--- config.mk ---
export PLATFORM = sky130hd
export DESIGN_NAME = gamepad_pmod_emitter
export DESIGN_NICKNAME = d
export VERILOG_FILES = /design/src/rtl/gamepad_pmod_emitter.sv
export SDC_FILE = /design/constraint.sdc
export NUM_CORES = 1
export LEC_CHECK = 0
export ABC_CLOCK_PERIOD_IN_PS = 7200
export BUFFER_PORTS_ARGS = -buffer_cell sky130_fd_sc_hd__buf_4
export CORE_AREA = 2 2 52 103
export DETAILED_ROUTE_END_ITERATION = 7
export DIE_AREA = 0 0 54 105
export PLACE_DENSITY = 0.75
export SLEW_MARGIN = 20
export SYNTH_ARGS = -nofsm -noshare
export SYNTH_HDL_FRONTEND = slang
export SYNTH_SLANG_ARGS = --single-unit
--- constraint.sdc ---
create_clock -name clk -period 7.2 [get_ports clk]
set_input_delay 0.36 -clock clk [delete_from_list [all_inputs] [get_ports clk]]
set_output_delay 0.36 -clock clk [all_outputs]
set_load 0.03 [all_outputs]
--- src/rtl/gamepad_pmod_emitter.sv ---
// gamepad_pmod_emitter
//
// Transmit side of the Gamepad Pmod serial link. Takes a snapshot of one or two
// controllers' button vectors and shifts them out MSB-first on pmod_data/pmod_clk.
// Each frame ends with a pmod_latch pulse, and the receive driver then reconstructs
// the supplied button states bit-exactly.
//
// Parameters:
//   NUM_PADS     controllers per frame (1 or 2); frame length N = 12*NUM_PADS bits
//   HALF_CYCLES  clk cycles per pmod_clk half-period (>= 3)
//   GAP_CYCLES   idle cycles after each latch pulse (>= 1)
//
// Ports:
//   clk         system clock, rising edge
//   rst         asynchronous active-high reset
//   btn0/btn1   button vectors {b,y,select,start,up,down,left,right,a,x,l,r}, 1 = pressed
//   present     per-controller connected flag
//   frame_req   frame request, sampled only while idle
//   busy        high from the cycle after acceptance until the return to idle
//   frame_done  one-cycle pulse on the first gap cycle
//   pmod_data, pmod_clk, pmod_latch   registered serial link outputs
//
// Optional build macro GAMEPAD_PMOD_EMITTER_AUTO_EN: free-running mode. Frames are
// sent back to back starting right after reset, and frame_req is ignored.

module gamepad_pmod_emitter #(
    parameter int NUM_PADS    = 2,
    parameter int HALF_CYCLES = 4,
    parameter int GAP_CYCLES  = 8
) (
    input  logic        clk,
    input  logic        rst,
    input  logic [11:0] btn0,
    input  logic [11:0] btn1,
    input  logic [1:0]  present,
    input  logic        frame_req,
    output logic        busy,
    output logic        frame_done,
    output logic        pmod_data,
    output logic        pmod_clk,
    output logic        pmod_latch
);

    localparam int N      = 12 * NUM_PADS;
    localparam int PH_MAX = (HALF_CYCLES > GAP_CYCLES) ? HALF_CYCLES : GAP_CYCLES;
    localparam int PW     = $clog2(PH_MAX);
    localparam int BW     = $clog2(N);

    localparam logic [PW-1:0] H_LAST = PW'(HALF_CYCLES - 1);
    localparam logic [PW-1:0] G_LAST = PW'(GAP_CYCLES - 1);
    localparam logic [BW-1:0] B_TOP  = BW'(N - 1);

    localparam logic [2:0] S_IDLE     = 3'd0;
    localparam logic [2:0] S_SHIFT_HI = 3'd1;
    localparam logic [2:0] S_SHIFT_LO = 3'd2;
    localparam logic [2:0] S_LATCH    = 3'd3;
    localparam logic [2:0] S_GAP      = 3'd4;

    // Elaboration-time parameter sanity.
    if (NUM_PADS != 1 && NUM_PADS != 2) begin : g_bad_pads
        $error("gamepad_pmod_emitter: NUM_PADS must be 1 or 2");
    end
    if (HALF_CYCLES < 3) begin : g_bad_half
        $error("gamepad_pmod_emitter: HALF_CYCLES must be >= 3");
    end
    if (GAP_CYCLES < 1) begin : g_bad_gap
        $error("gamepad_pmod_emitter: GAP_CYCLES must be >= 1");
    end

    // Absent pads read as all-ones, which the receiver decodes as "not connected".
    logic [11:0]  pad0;
    logic [N-1:0] snap;

    assign pad0 = present[0] ? btn0 : 12'hFFF;

    if (NUM_PADS == 2) begin : g_two_pads
        logic [11:0] pad1;
        assign pad1 = present[1] ? btn1 : 12'hFFF;
        assign snap = {pad1, pad0};
    end else begin : g_one_pad
        logic unused_pad1;
        assign unused_pad1 = ^{btn1, present[1]};
        assign snap        = pad0;
    end

    // Start condition taken in IDLE.
    logic start;
`ifdef GAMEPAD_PMOD_EMITTER_AUTO_EN
    logic unused_frame_req;
    assign unused_frame_req = frame_req;
    assign start            = 1'b1;
`else
    assign start = frame_req;
`endif

    // State.
    logic [2:0]    state_q, state_d;
    logic [PW-1:0] phase_q, phase_d;
    logic [BW-1:0] bit_q, bit_d;
    logic [N-1:0]  word_q, word_d;
    logic          done_d;
    logic          h_end, g_end;

    assign h_end = (phase_q == H_LAST);
    assign g_end = (phase_q == G_LAST);

    always_comb begin
        state_d = state_q;
        phase_d = phase_q;
        bit_d   = bit_q;
        word_d  = word_q;
        done_d  = 1'b0;

        case (state_q)
            S_IDLE: begin
                if (start) begin
                    state_d = S_SHIFT_HI;
                    phase_d = '0;
                    bit_d   = B_TOP;
                    word_d  = snap;
                end
            end

            S_SHIFT_HI: begin
                if (h_end) begin
                    state_d = S_SHIFT_LO;
                    phase_d = '0;
                end else begin
                    phase_d = phase_q + 1'b1;
                end
            end

            S_SHIFT_LO: begin
                if (h_end) begin
                    phase_d = '0;
                    // Index saturates at 0; the last bit hands over to the latch.
                    if (bit_q == '0) begin
                        state_d = S_LATCH;
                    end else begin
                        bit_d   = bit_q - 1'b1;
                        state_d = S_SHIFT_HI;
                    end
                end else begin
                    phase_d = phase_q + 1'b1;
                end
            end

            S_LATCH: begin
                if (h_end) begin
                    state_d = S_GAP;
                    phase_d = '0;
                    done_d  = 1'b1;
                end else begin
                    phase_d = phase_q + 1'b1;
                end
            end

            S_GAP: begin
                if (g_end) begin
                    phase_d = '0;
`ifdef GAMEPAD_PMOD_EMITTER_AUTO_EN
                    // Back-to-back frames: resnapshot and skip IDLE entirely.
                    state_d = S_SHIFT_HI;
                    bit_d   = B_TOP;
                    word_d  = snap;
`else
                    state_d = S_IDLE;
`endif
                end else begin
                    phase_d = phase_q + 1'b1;
                end
            end

            default: begin
                state_d = S_IDLE;
                phase_d = '0;
            end
        endcase
    end

    // Outputs are registered from the next state so they line up with the state itself.
    logic shifting_d;
    logic data_d;

    assign shifting_d = (state_d == S_SHIFT_HI) || (state_d == S_SHIFT_LO);
    assign data_d     = shifting_d ? word_d[bit_d] : 1'b0;

    always_ff @(posedge clk or posedge rst) begin
        if (rst) begin
            state_q    <= S_IDLE;
            phase_q    <= '0;
            bit_q      <= '0;
            word_q     <= '0;
            busy       <= 1'b0;
            frame_done <= 1'b0;
            pmod_data  <= 1'b0;
            pmod_clk   <= 1'b0;
            pmod_latch <= 1'b0;
        end else begin
            state_q    <= state_d;
            phase_q    <= phase_d;
            bit_q      <= bit_d;
            word_q     <= word_d;
            busy       <= (state_d != S_IDLE);
            frame_done <= done_d;
            pmod_data  <= data_d;
            pmod_clk   <= (state_d == S_SHIFT_HI);
            pmod_latch <= (state_d == S_LATCH);
        end
    end

endmodule

### Yosys cells after proc, flatten, opt, wreduce, memory -nomap -nowiden

Cells that the tools add are included.

* add/subtract/negate cells: 2
* $lt $le $gt $ge: 1
* equality and inequality tests: 10
* mux-type cells: 24
* reduce and logical (&&, ||, !) cells: 5

Operators with widths (count)
* 24-bit two-way mux: 2
* 12-bit two-way mux: 2
* 3-bit two-way mux: 8
* 3-bit by 2-bit equality test with 1-bit output (second input constant): 5
* 5-bit two-way mux: 3
* 3-bit case mux with 5 select lines: 1
* 5-bit case mux with 2 select lines: 1
* 3-bit case mux with 3 select lines: 1
* 3-bit by 1-bit equality test with 1-bit output (second input constant): 2
* 3-bit equality test (second input constant): 2
* 5-bit by 6-bit less-than comparator with 1-bit output (second input constant): 1
* 1-bit binary-select mux with 5-bit select: 1
* 5-bit zero test: 1
* 5-bit by 1-bit subtractor with 5-bit output (second input constant): 1
* 1-bit two-way mux: 4
* 3-bit by 1-bit adder with 3-bit output (second input constant): 1
* 3-bit zero test: 1
* 3-bit nonzero test: 1
* 3-bit OR reduction: 1
* 2-bit two-way mux: 1
* 2-bit inequality test (second input constant): 1
* 1-bit logical OR: 1

* flip-flop bits (word level): 40
* input port bits: 29
* output and inout port bits: 5
* word-level logic and storage cells: 51

### Depth between registers and ports, before layout

* depth after elaboration: 7
* mapped depth: 11

### Worst setup path before layout

Ideal clock, no wire load.

* kind: register to register
* start: register bit_q[0]
* end: register pmod_data
* library setup time: 139 ps
* arrival: 2658 ps
* slack: 4404 ps
* cell stages (with the launch flop): 12
* cells stage by stage: dfrtp_1 -> inv_1 -> ha_1 -> or4b_1 -> buf_2 -> nand3_2 -> or3b_4 -> buf_6 -> mux2i_1 -> mux2_2 -> o22ai_1 -> or4_1

* longest elaborated chain between the ends: 7

RTL lines
* start: declaration: line 99 `logic [BW-1:0] bit_q, bit_d;`
* start signal: assignment: line 202 `bit_q <= bit_d;`
* 5-bit by 1-bit subtractor with 5-bit output or 5-bit zero test (tied branches): line 140, 137
* 5-bit two-way mux: line 137 `if (bit_q == '0) begin`
* 5-bit two-way mux: line 134 `if (h_end) begin`
* 5-bit case mux with 2 select lines *: line 114 `case (state_q)`
* net bit_d[0]: line 99
* 1-bit binary-select mux with 5-bit select *: line 186 `assign data_d = shifting_d ? word_d[bit_d] : 1'b0;`
* 1-bit two-way mux (implied by the code) *: line 186
* 1-bit two-way mux *: line 186
* net data_d: line 183 `logic data_d;`
* end signal: assignment: line 206 `pmod_data <= data_d;`
* end: declaration: line 39 `output logic pmod_data,`

The timed path passes the listed nets; every way through them passes the cells marked *. The select of a mux whose other input is x is not followed.
A chain may end at the register's enable or synchronous reset.

### Final worst setup path

* start: register bit_q[0]
* end: register pmod_data

* longest elaborated chain between the ends: 7

RTL lines (line)
* 5-bit by 1-bit subtractor with 5-bit output or 5-bit zero test (tied branches): 140, 137
* 5-bit two-way mux or 2-bit two-way mux (tied branches): 137
* 5-bit two-way mux or 3-bit two-way mux (tied branches): 134
* 5-bit case mux with 2 select lines or 3-bit case mux with 5 select lines (tied branches): 114
* 1-bit binary-select mux with 5-bit select (tied with other cells): 186
* 1-bit two-way mux (implied by the code) or 1-bit logical OR (tied branches): 186, 185
* 1-bit two-way mux *: 186
* net data_d: 183

Marks and branches as above.

==> implementation parameters <==
Parameter                              Value

Status
  Outcome    complete, no violations

Layout
  Total of fill cells in the finished design    465
  Multi-input combinational cell area    977 µm²
  Layout Area Growth over Synthesis    18.4%
  Reg area    1000 µm²
  Share of cells above drive strength 1    20.6%
  Number of nets in the layout    290
  Final Non-Filler Cells    314
  Antenna fix cells    0

Synth
  EDFF count, synth    0
  Mapped Avg Cell Area    9.43 µm²
  Dominant register cell in the synthesized netlist    dfrtp_1
  Number of cells produced by synthesis    227
  Post-Synthesis Cell Area    2140 µm²
  Share of synthesized area occupied by flip-flops and latches    46.8%
  Post-synthesis sequential element count    40
  Synth cell types    43
  Yosys warning total    0
  Ys async rst share    100%
  Post-synth net total    261

Timing
  Min Clock Period, post-route    3.12 ns
  Final worst setup slack    4.08 ns
  RSZ-0062 raised after global routing    false
  Final Cycle Share    43.3%
  Number of max-slew violations in the final report    0
  Slew @ Worst Pin    0.623 ns
  Worst-case clock skew    0.00622 ns
  Total Negative Setup Slacks    0 ns
  Max-slew headroom    58.5%
  Fmax    320 MHz
  Final hold violations    0
  Final-report setup violation count    0

Drt
  Vias per cell    5.44
  Post-route DRC violation count    0
  Drt pass-1 iters    4
  Antenna Violating Nets Remaining    0
  WL final    4.36 mm
  Average wire length per cell after detail routing    13.9 µm
  Initial detailed-routing violation count    31
  Number of vias after detailed routing    1709

Place
  Final weighted congestion of routability-driven global placement    0.770
  Placed cell count    306
  Worst-case setup slack after placement    4.11 ns
  IO Port Bufs    33
  Final HPWL from detailed placement    3.19 mm

Global route
  All-layer global routing usage    17.7%
  Via count of the first global-routing pass    1689
  Antenna violations before repair    0
  First-pass GRT wire length    7.51 mm
  Largest net degree at the start of global routing    52
  Total overflow reported by the global router    0

Critical path
  Type of origin of the critical path    flip-flop
  Worst endpoint required time    7.37 ns
  Highest fanout seen on the critical path    11
  Category of the worst setup path capture point    flip-flop
  Worst Path Class, Setup    reg -> reg
  Worst Path Arrival    3.29 ns
  Reg-to-reg setup timing slack    4.08 ns

Clock tree
  Hold buffers post-CTS    0
  H-Tree Depth    2
  Max Buffers Root-to-Sink    2
  TritonCTS clock tree    yes
  Worst skew pair latency    0.29 ns
  Post-CTS setup buffer count    0
  Total CTS buffers    5
  Reg clk slew, reported paths    0.08 ns
  Cts repair resizes    0
  Clock sink total    40
  Cell at the root of the clock tree    clkbuf_8

Power
  Leakage power summed over all cells    1.23 nW
  Switching Share    23.0%
  Comb power frac    11.2%
  Cell Int Power    0.365 mW
  Switching component of the power    0.109 mW
  Power Density    187 nW/µm²
  Fraction of power consumed by sequential logic    51.2%
  Maximum resistive drop on vdd    0.000132 V
  Portion of total power attributed to the clock network    37.7%

Die
  IO Count    34
  Row cnt    36
  Die Y    105 µm
  Placeable core area    4860 µm²
  Die area    5670 µm²
  Starting utilization of the core area    44.0%
  Horizontal die dimension    54 µm

Worst hold path
  Worst min-delay path category    in -> async

Flow run
  # Max-Cap Violations    0
-- synth_stat cells, types with 3 or more instances --
| library cell | count | area [µm²] |
|---|---|---|
| a211oi_1 | 3 | 22.5 |
| a21oi_1 | 5 | 25.0 |
| a31oi_1 | 24 | 150 |
| clkbuf_1 | 11 | 41.3 |
| dfrtp_1 | 40 | 1000 |
| ha_1 | 5 | 62.6 |
| inv_1 | 30 | 113 |
| mux2_2 | 4 | 45.0 |
| mux2i_1 | 13 | 130 |
| nand2_1 | 8 | 30.0 |
| nand2b_1 | 5 | 31.3 |
| nand3b_1 | 3 | 22.5 |
| nor2_1 | 32 | 120 |
| nor2b_1 | 4 | 25.0 |
| nor3_1 | 3 | 15.0 |
| o21ai_0 | 4 | 20.0 |
| o21ai_1 | 3 | 15.0 |
-- routing by layer --
metal / GRT usage, % / share of wire [%] / vias to the layer above
met4: 6.43 / 1.9 / 0
met5: 0 / 0 / -
met3: 3.00 / 3.5 / 7
met2: 33.1 / 58 / 43
met1: 18.1 / 37 / 812
li1: - / - / 847
-- power by group through the flow --
stage	registers [mW]	clock network [mW]	logic (mW)
2_1_floorplan	0.247	0	0.0309
3_3_place_gp	0.247	0	0.0528
3_5_place_dp	0.247	0	0.0537
4_1_cts	0.243	0.183	0.0541
5_1_grt	0.244	0.191	0.0604
6_report	0.243	0.179	0.0531
-- area by class of cell --
cell class                 count  share of cell area, %
sequential                    40                   39.5
multi-input combinational    144                   38.6
clock inverter                 2                   1.38
tap                           57                   2.82
inverter                      30                   4.45
timing repair buffer          35                   10.4
clock buffer                   6                   2.87
-- sequential cells by signal, indices dropped and copies added (netlist names), 3 cells and up --
signal and count:
word_q 24, bit_q 5, phase_q 3, state_q 3
-- worst paths after layout --
kind                            start         end  cells past startpoint
setup / recovery             bit_q[0]   pmod_data                      9
hold / removal                    rst  pmod_latch                      3
setup reg to reg             bit_q[0]   pmod_data                      9
hold reg to reg            phase_q[0]  phase_q[0]                      1
max in group asynchronous         rst  phase_q[1]                      3
min in group clk              btn1[4]  word_q[16]                      3
-- cell families (layout without fill, tap and decap cells) --
kind of cell,count (synthesis),in the layout,synth area share (%)
fa+ha+maj,5,5,2.92
simple gates,72,72,18.4
buf+inv,43,73,7.95
mux,19,19,9.24
flops,40,40,46.8
compound gates,48,48,14.7
-- stage by stage --
step                      power, mW  instance area [µm²]  hold slack (ns)  utilization, %
after floorplan               0.278                 2140            0.446               -
after global placement        0.300                 2420            0.457            49.8
after detailed placement      0.301                 2420            0.474            49.8
after CTS                     0.480                 2530            0.202            52.1
after global routing          0.495                 2530            0.234            52.1
final                         0.475                 2530            0.183            52.1
-- critical path: stages (launching register included) --
cell       delay, ns
dfrtp_1         0.39
inv_1           0.11
ha_1            0.24
or4b_1          0.60
nand3_2         0.13
or3b_4          0.49
mux2_1          0.34
nor2_1          0.08
a2111oi_0       0.07
or4_1           0.55
-- cell usage in the layout (no fill, tap or decap), types with 2 or more instances in the layout --
master / count
a211oi_1: 3
a21oi_1: 5
a31oi_1: 24
buf_4: 35
clkbuf_8: 5
dfrtp_1: 40
ha_1: 5
inv_1: 30
mux2_1: 2
mux2_2: 4
mux2i_1: 13
nand2_1: 8
nand2b_1: 5
nand3b_1: 3
nor2_1: 32
nor2b_1: 4
nor3_1: 3
nor4b_1: 2
o21ai_0: 4
o21ai_1: 3
o31ai_1: 2
or3_1: 2
No activity file was read; power rests on OpenSTA's default activity.
